===== config.mk =====
export PLATFORM = sky130hd
export DESIGN_NAME = character_physics
export DESIGN_NICKNAME = d
export VERILOG_FILES = /design/src/rtl/char_pkg.sv /design/src/rtl/character_physics_tile_probe.sv /design/src/rtl/character_physics.sv
export SDC_FILE = /design/constraint.sdc
export NUM_CORES = 2
export LEC_CHECK = 0
export BUFFER_PORTS_ARGS = -buffer_cell sky130_fd_sc_hd__buf_2
export CORE_AREA = 3 3 494 496
export DETAILED_ROUTE_END_ITERATION = 12
export DIE_AREA = 0 0 497 499
export PLACE_DENSITY_LB_ADDON = 0.2
export SLEW_MARGIN = 20
export SYNTH_ARGS = -nofsm -noshare
export SYNTH_HDL_FRONTEND = slang
export SYNTH_HIERARCHICAL = 1
export SYNTH_SLANG_ARGS = --single-unit

===== constraint.sdc =====
create_clock -name frame_clk -period 10.71 [get_ports frame_clk]
set_clock_uncertainty 0.05 [all_clocks]
set_input_delay 2.142 -clock frame_clk [delete_from_list [all_inputs] [get_ports frame_clk]]
set_output_delay 2.142 -clock frame_clk [all_outputs]
set_load 0.02 [all_outputs]

===== src/rtl/char_pkg.sv =====
// Shared keycodes, movement state encoding and signed arithmetic types
// for the per-frame character mover.
package char_pkg;

  localparam logic [7:0] KEY_A = 8'h04;
  localparam logic [7:0] KEY_D = 8'h07;
  localparam logic [7:0] KEY_W = 8'h1A;

  typedef enum logic [1:0] {
    GROUND = 2'd0,
    RISE   = 2'd1,
    FALL   = 2'd2
  } ch_state_t;

  typedef logic signed [4:0]  vel_t;
  typedef logic signed [10:0] cand_t;

endpackage


===== src/rtl/character_physics_tile_probe.sv =====
// Combinational tile-map probe: ORs the solid bits of one fixed column (or row)
// across an inclusive span of rows (or columns).
module tile_probe #(
  parameter int ROWS      = 30,
  parameter int COLS      = 40,
  parameter bit COL_PROBE = 1'b1,
  parameter int IDX_W     = 6,
  parameter int SPAN_W    = 5
) (
  input  logic [ROWS-1:0][COLS-1:0] tile,
  input  logic [IDX_W-1:0]          idx,
  input  logic [SPAN_W-1:0]         lo,
  input  logic [SPAN_W-1:0]         hi,
  output logic                      hit,
  output logic [IDX_W-1:0]          hit_idx
);

  assign hit_idx = idx;

  if (COL_PROBE) begin : g_col
    always_comb begin
      hit = 1'b0;
      for (int r = 0; r < ROWS; r++) begin
        if (r >= int'(lo) && r <= int'(hi) && tile[r][idx]) hit = 1'b1;
      end
    end
  end else begin : g_row
    always_comb begin
      hit = 1'b0;
      for (int c = 0; c < COLS; c++) begin
        if (c >= int'(lo) && c <= int'(hi) && tile[idx][c]) hit = 1'b1;
      end
    end
  end

endmodule


===== src/rtl/character_physics.sv =====
// Per-frame character mover with gravity/jump state, border clamping and
// per-axis tile collision (horizontal resolved before vertical).
module character_physics
  import char_pkg::*;
#(
  parameter int CH_W       = 23,
  parameter int CH_H       = 30,
  parameter int X_START    = 80,
  parameter int Y_START    = 64,
  parameter int X_STEP     = 2,
  parameter int JUMP_V     = 6,
  parameter int GRAVITY    = 1,
  parameter int MAX_FALL   = 8,
  parameter int TILE_SHIFT = 4,
  parameter int ROWS       = 30,
  parameter int COLS       = 40,
  parameter int SCR_W      = 640,
  parameter int SCR_H      = 480,
  parameter int BORDER     = 16
) (
  input  logic                      frame_clk,
  input  logic                      Reset,
  input  logic [7:0]                keycode,
  input  logic [ROWS-1:0][COLS-1:0] tile,
  output logic [9:0]                chX,
  output logic [9:0]                chY,
  output logic [9:0]                chW,
  output logic [9:0]                chH,
  output logic [1:0]                state,
  output logic                      on_ground
);

  localparam int RW   = (ROWS > 1) ? $clog2(ROWS) : 1;
  localparam int CW   = (COLS > 1) ? $clog2(COLS) : 1;
  localparam int XMIN = BORDER;
  localparam int XMAX = SCR_W - BORDER - CH_W;
  localparam int YMIN = BORDER;
  localparam int YMAX = SCR_H - BORDER - CH_H;

  if (JUMP_V > 15 || MAX_FALL > 15) begin : g_bad_vel
    $error("character_physics: JUMP_V and MAX_FALL must be <= 15");
  end

  function automatic logic [9:0] clamp(input cand_t v, input int lo, input int hi);
    if (v < cand_t'(lo)) return 10'(lo);
    if (v > cand_t'(hi)) return 10'(hi);
    return 10'(v);
  endfunction

  logic [9:0] x, y;
  vel_t       vy;
  ch_state_t  st;

  // Horizontal: step, clamp, then snap flush against a wall column.
  cand_t      dx, cand_x;
  logic       dx_pos, dx_neg;
  logic [9:0] cx, edge_x, x_next;
  logic [CW-1:0] col_idx, col_hit_idx;
  logic [RW-1:0] h_row_lo, h_row_hi;
  logic          col_hit;

  always_comb begin
    dx = '0;
    if (keycode == KEY_A)      dx = -cand_t'(X_STEP);
    else if (keycode == KEY_D) dx = cand_t'(X_STEP);
  end

  assign dx_neg   = dx[10];
  assign dx_pos   = !dx[10] && (dx != '0);
  assign cand_x   = cand_t'({1'b0, x}) + dx;
  assign cx       = clamp(cand_x, XMIN, XMAX);
  assign edge_x   = dx_pos ? cx + 10'(CH_W - 1) : cx;
  assign col_idx  = CW'(edge_x >> TILE_SHIFT);
  assign h_row_lo = RW'(y >> TILE_SHIFT);
  assign h_row_hi = RW'((y + 10'(CH_H - 1)) >> TILE_SHIFT);

  tile_probe #(
    .ROWS(ROWS), .COLS(COLS), .COL_PROBE(1'b1), .IDX_W(CW), .SPAN_W(RW)
  ) u_col_probe (
    .tile(tile), .idx(col_idx), .lo(h_row_lo), .hi(h_row_hi),
    .hit(col_hit), .hit_idx(col_hit_idx)
  );

  always_comb begin
    x_next = cx;
    if (dx_pos && col_hit)      x_next = (10'(col_hit_idx) << TILE_SHIFT) - 10'(CH_W);
    else if (dx_neg && col_hit) x_next = (10'(col_hit_idx) + 10'd1) << TILE_SHIFT;
  end

  // Vertical: velocity update, then a single row probe at the leading edge.
  logic       key_w, support_chk, vy_pos, vy_neg, row_hit;
  cand_t      vy_sum, vy_pre, cand_y, vy_next;
  logic [9:0] cy, row_px, y_next;
  logic [RW-1:0] row_idx, row_hit_idx;
  logic [CW-1:0] v_col_lo, v_col_hi;
  ch_state_t     st_next;

  assign key_w       = (keycode == KEY_W);
  assign support_chk = (st == GROUND) && !key_w;
  assign vy_sum      = cand_t'(vy) + cand_t'(GRAVITY);

  always_comb begin
    vy_pre = vy_sum;
    if (st == GROUND)                       vy_pre = key_w ? -cand_t'(JUMP_V) : cand_t'(GRAVITY);
    else if (vy_sum > cand_t'(MAX_FALL))    vy_pre = cand_t'(MAX_FALL);
  end

  assign vy_neg = vy_pre[10];
  assign vy_pos = !vy_pre[10] && (vy_pre != '0);
  assign cand_y = cand_t'({1'b0, y}) + vy_pre;
  assign cy     = clamp(cand_y, YMIN, YMAX);

  // On the ground the probe looks at the row just below the feet; with a
  // one-pixel gravity step that row is also the landing row of the first
  // falling frame, so one probe covers both.
  always_comb begin
    row_px = cy;
    if (support_chk) row_px = y + 10'(CH_H);
    else if (vy_pos) row_px = cy + 10'(CH_H - 1);
  end

  assign row_idx  = RW'(row_px >> TILE_SHIFT);
  assign v_col_lo = CW'(x_next >> TILE_SHIFT);
  assign v_col_hi = CW'((x_next + 10'(CH_W - 1)) >> TILE_SHIFT);

  tile_probe #(
    .ROWS(ROWS), .COLS(COLS), .COL_PROBE(1'b0), .IDX_W(RW), .SPAN_W(CW)
  ) u_row_probe (
    .tile(tile), .idx(row_idx), .lo(v_col_lo), .hi(v_col_hi),
    .hit(row_hit), .hit_idx(row_hit_idx)
  );

  always_comb begin
    y_next  = cy;
    vy_next = vy_pre;
    st_next = vy_neg ? RISE : FALL;
    if (support_chk && row_hit) begin
      y_next  = y;
      vy_next = '0;
      st_next = GROUND;
    end else if (vy_pos) begin
      if (row_hit) begin
        y_next  = (10'(row_hit_idx) << TILE_SHIFT) - 10'(CH_H);
        vy_next = '0;
        st_next = GROUND;
      end else if (cand_y >= cand_t'(YMAX)) begin
        vy_next = '0;
        st_next = GROUND;
      end
    end else if (vy_neg) begin
      if (row_hit) begin
        y_next  = (10'(row_hit_idx) + 10'd1) << TILE_SHIFT;
        vy_next = '0;
        st_next = FALL;
      end else if (cand_y <= cand_t'(YMIN)) begin
        vy_next = '0;
        st_next = FALL;
      end
    end
  end

  always_ff @(posedge frame_clk or posedge Reset) begin
    if (Reset) begin
      x  <= 10'(X_START);
      y  <= 10'(Y_START);
      vy <= '0;
      st <= FALL;
    end else begin
      x  <= x_next;
      y  <= y_next;
      vy <= vel_t'(vy_next);
      st <= st_next;
    end
  end

  assign chX       = x;
  assign chY       = y;
  assign chW       = 10'(CH_W);
  assign chH       = 10'(CH_H);
  assign state     = st;
  assign on_ground = (st == GROUND);

endmodule


# After elaboration in Yosys (flattened, before gate mapping)
# Index checks and enable logic that the tools add are counted.
[totals]
out_inout_bits = 43
regBits = 27
in_bits = 1210
wordCells = 491
[classes]
addsub = 12
n_reduce_logical = 150
muxes = 175
n_eq_ne = 3
n_lt_le_gt_ge = 147
[op_table]
columns = ["op", "count"]
rows = [
  ["$bmux W40 S5", 1],
  ["$bmux W1 S6", 30],
  ["$mux W10", 15],
  ["$logic_and A1 B1 Y1", 144],
  ["$mux W1", 106],
  ["$ge A5 B6 Y1 const A", 16],
  ["$le A5 B6 Y1 const A", 16],
  ["$ge A5 B5 Y1 const A", 14],
  ["$le A5 B5 Y1 const A", 14],
  ["$ge A4 B6 Y1 const A", 8],
  ["$ge A6 B6 Y1 const A", 8],
  ["$le A4 B6 Y1 const A", 8],
  ["$le A6 B6 Y1 const A", 8],
  ["$mux W11", 4],
  ["$ge A4 B5 Y1 const A", 8],
  ["$le A4 B5 Y1 const A", 8],
  ["$mux W40", 1],
  ["$mux W5", 7],
  ["$add A9 B5 Y9 const B", 3],
  ["$ge A3 B6 Y1 const A", 4],
  ["$le A3 B6 Y1 const A", 4],
  ["$add A11 B11 Y11", 2],
  ["$lt A11 B6 Y1 const B", 2],
  ["$reduce_bool A11 Y1", 2],
  ["other kinds (29)", 54],
]

# Longest topological paths before layout
[logic_depth]
word_depth = 94
ltp_mapped = 54
mapped_depth_nobuf = 43

# Cells and area by module
# The synthesis kept the hierarchy.
[modules_own_cells]
columns = ["mod", "cells_per_inst", "instances", "seq_area_each_um2", "area_each_um2"]
rows = [
  ["tile_probe at u_row_probe", 1036, 1, 0.0, 10872.9],
  ["tile_probe at u_col_probe", 1092, 1, 0.0, 10710.3],
  ["character_physics", 490, 1, 680.7, 3639.7],
]

# Worst setup path before layout
# Ideal clock, no wire load.
[synth_path]
path_type = "input -> register"
startpoint = "input keycode[5]"
endpoint = "register vy[2]"
t_arrival_ns = 12.094
t_required_ns = 10.573
slack_ns = -1.521
setup_time_ns = 0.087
stages = 45
path_cell_list = "nor3_1 and3_1 clkbuf_1 nand2_1 inv_1 ha_1 buf_2 a21oi_1 mux2_2 o31ai_2 nor3_1 or3_1 buf_6 a221oi_1 buf_2 buf_2 buf_2 clkbuf_1 (+9 left out) a211o_1 or3_4 a21boi_4 nand2_1 xnor2_1 clkbuf_1 or2_2 buf_1 o2111ai_1 o21ai_1 or4_1 or3_1 or4_1 clkbuf_1 a21o_1 o21ai_0 o21ai_0 nor3_1"
[synth_between]
elab_chain_len = 94
[synth_rtl]
columns = ["item", "line_no", "text"]
rows = [
  ["start, declared", "character_physics.sv:23", "input logic [7:0] keycode,"],
  ["$eq A8 B3 Y1", "character_physics.sv:65", "else if (keycode == KEY_D) dx = cand_t'(X_STEP);"],
  ["$mux W2", "character_physics.sv:65", ""],
  ["$mux W11 *", "character_physics.sv:64", "if (keycode == KEY_A) dx = -cand_t'(X_STEP);"],
  ["$add A11 B11 Y11", "character_physics.sv:70", "assign cand_x = cand_t'({1'b0, x}) + dx;"],
  ["$gt A11 B11 Y1", "character_physics.sv:46", "if (v > cand_t'(hi)) return 10'(hi);"],
  ["$mux W1 (2 in a row)", "character_physics.sv:46", ""],
  ["$mux W10", "character_physics.sv:47", "return 10'(v);"],
  ["$mux W10", "character_physics.sv:46", ""],
  ["(+2 left out)", "n/a", ""],
  ["named net edge_x[5]", "character_physics.sv:57", "logic [9:0] cx, edge_x, x_next;"],
  ["(+33 left out)", "n/a", ""],
  ["named net col_hit", "character_physics.sv:60", "logic col_hit;"],
  ["(+4 left out)", "n/a", ""],
  ["named net v_col_hi[3]", "character_physics.sv:95", "logic [CW-1:0] v_col_lo, v_col_hi;"],
  ["(+3 left out)", "n/a", ""],
  ["$mux W1 (38 in a row)", "character_physics_tile_probe.sv:31", "if (c >= int'(lo) && c <= int'(hi) && tile[idx][c]) hit = 1'b1;"],
  ["$mux W1 *", "character_physics_tile_probe.sv:31", ""],
  ["named net row_hit", "character_physics.sv:91", "logic key_w, support_chk, vy_pos, vy_neg, row_hit;"],
  ["$mux W5", "character_physics.sv:151", "if (row_hit) begin"],
  ["$mux W5", "character_physics.sv:150", "end else if (vy_neg) begin"],
  ["$mux W5", "character_physics.sv:141", "end else if (vy_pos) begin"],
  ["$mux W5 *", "character_physics.sv:137", "if (support_chk && row_hit) begin"],
  ["named net vy_next[2]", "character_physics.sv:92", "cand_t vy_sum, vy_pre, cand_y, vy_next;"],
  ["end signal, assigned", "character_physics.sv:171", "vy <= vel_t'(vy_next);"],
  ["end, declared", "character_physics.sv:51", "vel_t vy;"],
]
# Mark *: on every way through the listed nets, which the timed path passes. The rest lies on a longest branch. The select of a mux whose other input is x is not followed.
# A chain may end at the register's enable or synchronous reset.

# Worst setup path after layout
[layout_path]
startpoint = "input keycode[0]"
endpoint = "register vy[4]"
[layout_between]
elab_chain_len = 94
[layout_rtl]
columns = ["item", "line_no"]
rows = [
  ["$eq A8 B3 Y1", "character_physics.sv:65"],
  ["$mux W2", "character_physics.sv:65"],
  ["$mux W11 *", "character_physics.sv:64"],
  ["$add A11 B11 Y11", "character_physics.sv:70"],
  ["$gt A11 B11 Y1", "character_physics.sv:46"],
  ["$mux W1 (2 in a row)", "character_physics.sv:46"],
  ["$mux W10", "character_physics.sv:47"],
  ["$mux W10", "character_physics.sv:46"],
  ["(+2 left out)", "n/a"],
  ["named net edge_x[4]", "character_physics.sv:57"],
  ["(+33 left out)", "n/a"],
  ["named net col_hit", "character_physics.sv:60"],
  ["(+3 left out)", "n/a"],
  ["named net x_next[5]", "character_physics.sv:57"],
  ["(+1 left out)", "n/a"],
  ["named net v_col_hi[5]", "character_physics.sv:95"],
  ["(+3 left out)", "n/a"],
  ["$mux W1 (38 in a row)", "character_physics_tile_probe.sv:31"],
  ["$mux W1 *", "character_physics_tile_probe.sv:31"],
  ["named net row_hit", "character_physics.sv:91"],
  ["$mux W5", "character_physics.sv:151"],
  ["$mux W5", "character_physics.sv:150"],
  ["$mux W5", "character_physics.sv:141"],
  ["$mux W5 *", "character_physics.sv:137"],
  ["named net vy_next[4]", "character_physics.sv:92"],
]
# Marks and branches as above.

==> flow_metrics.tcl <==
set metrics [dict create \
    end_kind "flip-flop" \
    final_non_filler_cell_total 7818 \
    tcrit_tclk_final_pct 120.1 \
    slowest_stage "sky130_fd_sc_hd__or4_4" \
    dr_total_vias 38283 \
    syn-cell-area_um2 25220 \
    vias_in_the_first_global_route 37929 \
    asyncSetResetFlopFracSynth_pct 100.0 \
    detailed_place.area_um2 42250 \
    grt_first_pass_wirelength_um 445300 \
    vias_per_cell 4.897 \
    die_x_um 497 \
    clock_insertion_delay_at_the_later_pin_of_the_skew_report_ns 0.28 \
    cts_htree_levels 1 \
    overflow 0 \
    setup_violation_total_in_the_final_timing_report 17 \
    initial_core_util_pct 10.51 \
    failing_checks "setup timing" \
    synth_flop_cell "sky130_fd_sc_hd__dfrtp_1" \
    fin_crit_ns 12.87 \
    drt_iter0_markers 4264 \
    layout_cell_area_excl_fill_um2 44040 \
    number_of_register_bits_inferred_by_synthesis 27 \
    timing.rr.end "vy[4]" \
    final.setup.tns_ns -35.12 \
    wirelength_um 360300 \
    cts_num_sinks 27 \
    preCtsSetupSlack_ns -3.515 \
    total_power_w 0.02243 \
    grt_max_degree 39 \
    synth_top_cells_by_area "sky130_fd_sc_hd__mux4_2, sky130_fd_sc_hd__mux2i_1, sky130_fd_sc_hd__nand2_1" \
    data_arrival_critical_path_ns 13.03 \
    gp_congestion 1.012 \
    timing_worst_setup_path_type "primary input to flip-flop" \
    max_slew.worst_pin.slew_ns 1.222 \
    final_net_count 5753 \
    r2r_start "chX[1]" \
    clock_root_buffer "sky130_fd_sc_hd__clkbuf_16" \
    setup_ws_ns -2.157 \
    ir_worst_vdd_mv 0.2206 \
    cp_common_cell "sky130_fd_sc_hd__nand4_1" \
    dpl.hpwl_um 327200 \
    layout_commonest_cell "sky130_fd_sc_hd__buf_2" \
    status "finished with violations" \
    nature_of_the_critical_path_startpoint "primary input" \
    syn_inst 2618 \
    power.density_cell_area_nw_per_um2 509.2 \
    numPlacedInstances 7640 \
    synth.largest_area_cell "sky130_fd_sc_hd__mux4_2" \
    drv_cap 0 \
    min_delay_path_depth 2 \
    cts.clk_slew.worst_paths_ns 0.09 \
    crit_required_ns 10.88 \
    drv_slew 0 \
    maxClockFrequency_mhz 77.72 \
    final_hold_viol_count 0 \
    synth_edf_count 0 \
    cts_max_path_buffers 2 \
    most-common-layout-cells "sky130_fd_sc_hd__buf_2, sky130_fd_sc_hd__buf_4, sky130_fd_sc_hd__mux4_2" \
    initial_antenna_violation_count 322 \
    yosysSeqAreaShare_pct 2.699 \
    fp.dieArea_um2 248000 \
    firstDrtPassIters 6 \
    max-slew-margin-rel_pct 18.02 \
    holdCritPathClass "flip-flop to flip-flop" \
    fp.coreArea_um2 240100 \
    routedWlPerCell_um 46.08 \
    io_buffer_count 1232 \
    power.static_leakage_nw 18.89 \
    hold_path_origin "chX[0]" \
    post_route_cells_drive_above_1_share_pct 63.11 \
    reg2reg_slack_ns -0.22 \
    synth.yosys.warnings 6 \
    crit_fanout 6 \
    grt.total_usage_pct 27.66 \
    numCtsBuffers 3 \
    die_y_um 499 \
    post_synth.cell_area_avg_um2 9.634 \
    area.growth.synth_to_final_pct 74.62 \
    worstRegToRegCells 45 \
    synth_cell_type_count 96 \
    synthDominantCellAreaShare_pct 38.93 \
    critical_path.max_stage_delay_ns 0.61 \
    antenna_violating_nets_post_route 0 \
    hold_end "chX[0]" \
    core_rows 180 \
    ios 1253 \
    grt_setup_unrepaired "yes" \
    tritoncts "built" \
    drc 0 \
]
synth_stat cells (16+ instances only):
cell and count:
sky130_fd_sc_hd__mux4_2 436, sky130_fd_sc_hd__mux2i_1 322, sky130_fd_sc_hd__nand2_1 197, sky130_fd_sc_hd__clkbuf_1 134
sky130_fd_sc_hd__o21ai_0 132, sky130_fd_sc_hd__a21oi_1 129, sky130_fd_sc_hd__nor2_1 127, sky130_fd_sc_hd__a22oi_1 90
sky130_fd_sc_hd__a221oi_1 82, sky130_fd_sc_hd__nand3_1 70, sky130_fd_sc_hd__buf_2 69, sky130_fd_sc_hd__buf_4 68
sky130_fd_sc_hd__mux2_2 42, sky130_fd_sc_hd__o211ai_1 42, sky130_fd_sc_hd__inv_1 40, sky130_fd_sc_hd__nor3_1 39
sky130_fd_sc_hd__a211oi_1 29, sky130_fd_sc_hd__nand4_1 28, sky130_fd_sc_hd__xnor2_1 27, sky130_fd_sc_hd__a221o_1 26
sky130_fd_sc_hd__ha_1 26, sky130_fd_sc_hd__nor2b_1 25, sky130_fd_sc_hd__buf_6 23, sky130_fd_sc_hd__dfrtp_1 23
sky130_fd_sc_hd__o22ai_1 22, sky130_fd_sc_hd__and3_1 21, sky130_fd_sc_hd__a31oi_1 20, sky130_fd_sc_hd__buf_1 19
sky130_fd_sc_hd__or3_1 16
where the power goes:
| group | switching (W) | leakage, nW | internal (W) |
|---|---|---|---|
| Clock | 0.0000462 | 0.0423 | 0.0000521 |
| Sequential | 0.0000500 | 0.342 | 0.000141 |
| Combinational | 0.0132 | 18.5 | 0.00893 |
metal layers:
metal  part of all wire, %  routed length [um]  vias to the layer above  GRT usage, %
met1                    41              148200                    19851         34.64
met3                   7.2               25780                      706         6.099
li1                      -                   -                    14930             -
met4                   5.5               19950                      122         11.77
met2                    46              165600                     2674         45.63
met5                  0.21                 748                        -             0
worst max-delay path by stage:
stage | startpoint | end | slack, ns
after floorplan | keycode[3] | vy[2] | -0.57
after global placement | keycode[6] | vy[2] | -4.18
after detailed placement | keycode[3] | vy[2] | -3.52
after CTS | keycode[5] | vy[2] | -1.84
after global routing | keycode[5] | vy[2] | -2.36
final | keycode[0] | vy[4] | -2.16
stage by stage:
step	hold WS (ns)	utilization [%]
2_1_floorplan	0.5474	-
3_3_place_gp	0.5630	17.59
3_5_place_dp	0.5153	17.60
4_1_cts	0.5298	18.07
5_1_grt	0.5661	18.30
6_report	0.5358	18.35
logic make-up after synthesis:
logic type	share of synthesized area [%]
compound gates	21.36
xor+xnor	1.424
fa+ha+maj	1.448
buf+inv	7.560
flops	2.699
mux	54.13
other cells	0.02977
simple gates	11.35
cell type report:
type	count	area [um2]
multi-input cells	2251	23700
well taps	3185	3985
diodes	119	297.8
fillers	27308	196000
clock inverters	1	8.758
inverters	42	165.2
clock buffers	3	75.07
repair buffers	2190	15130
flip-flops and latches	27	680.7
sequential cells by signal (all words and copies together), names as in the netlist:
| register | cells |
|---|---|
| chX | 10 |
| chY | 10 |
| state | 2 |
| vy | 5 |
what timing repair did:
action / CTS / global route
setup buffers: 35 / 17
pin swaps: 46 / 31
gates cloned: 7 / 0
hold buffers: 0 / 0
endpoints found under the setup margin: 17 / 17
resized for setup: 121 / 40
critical path: cells and delay by family:
family          cells  cell delay, ns
simple gates       17            4.36
fa+ha+maj           2            0.53
xor+xnor            2            0.43
compound gates     17            3.31
buf+inv             9            1.52
mux                 2            0.65
Note: power is estimated with default switching activity, not from simulation.
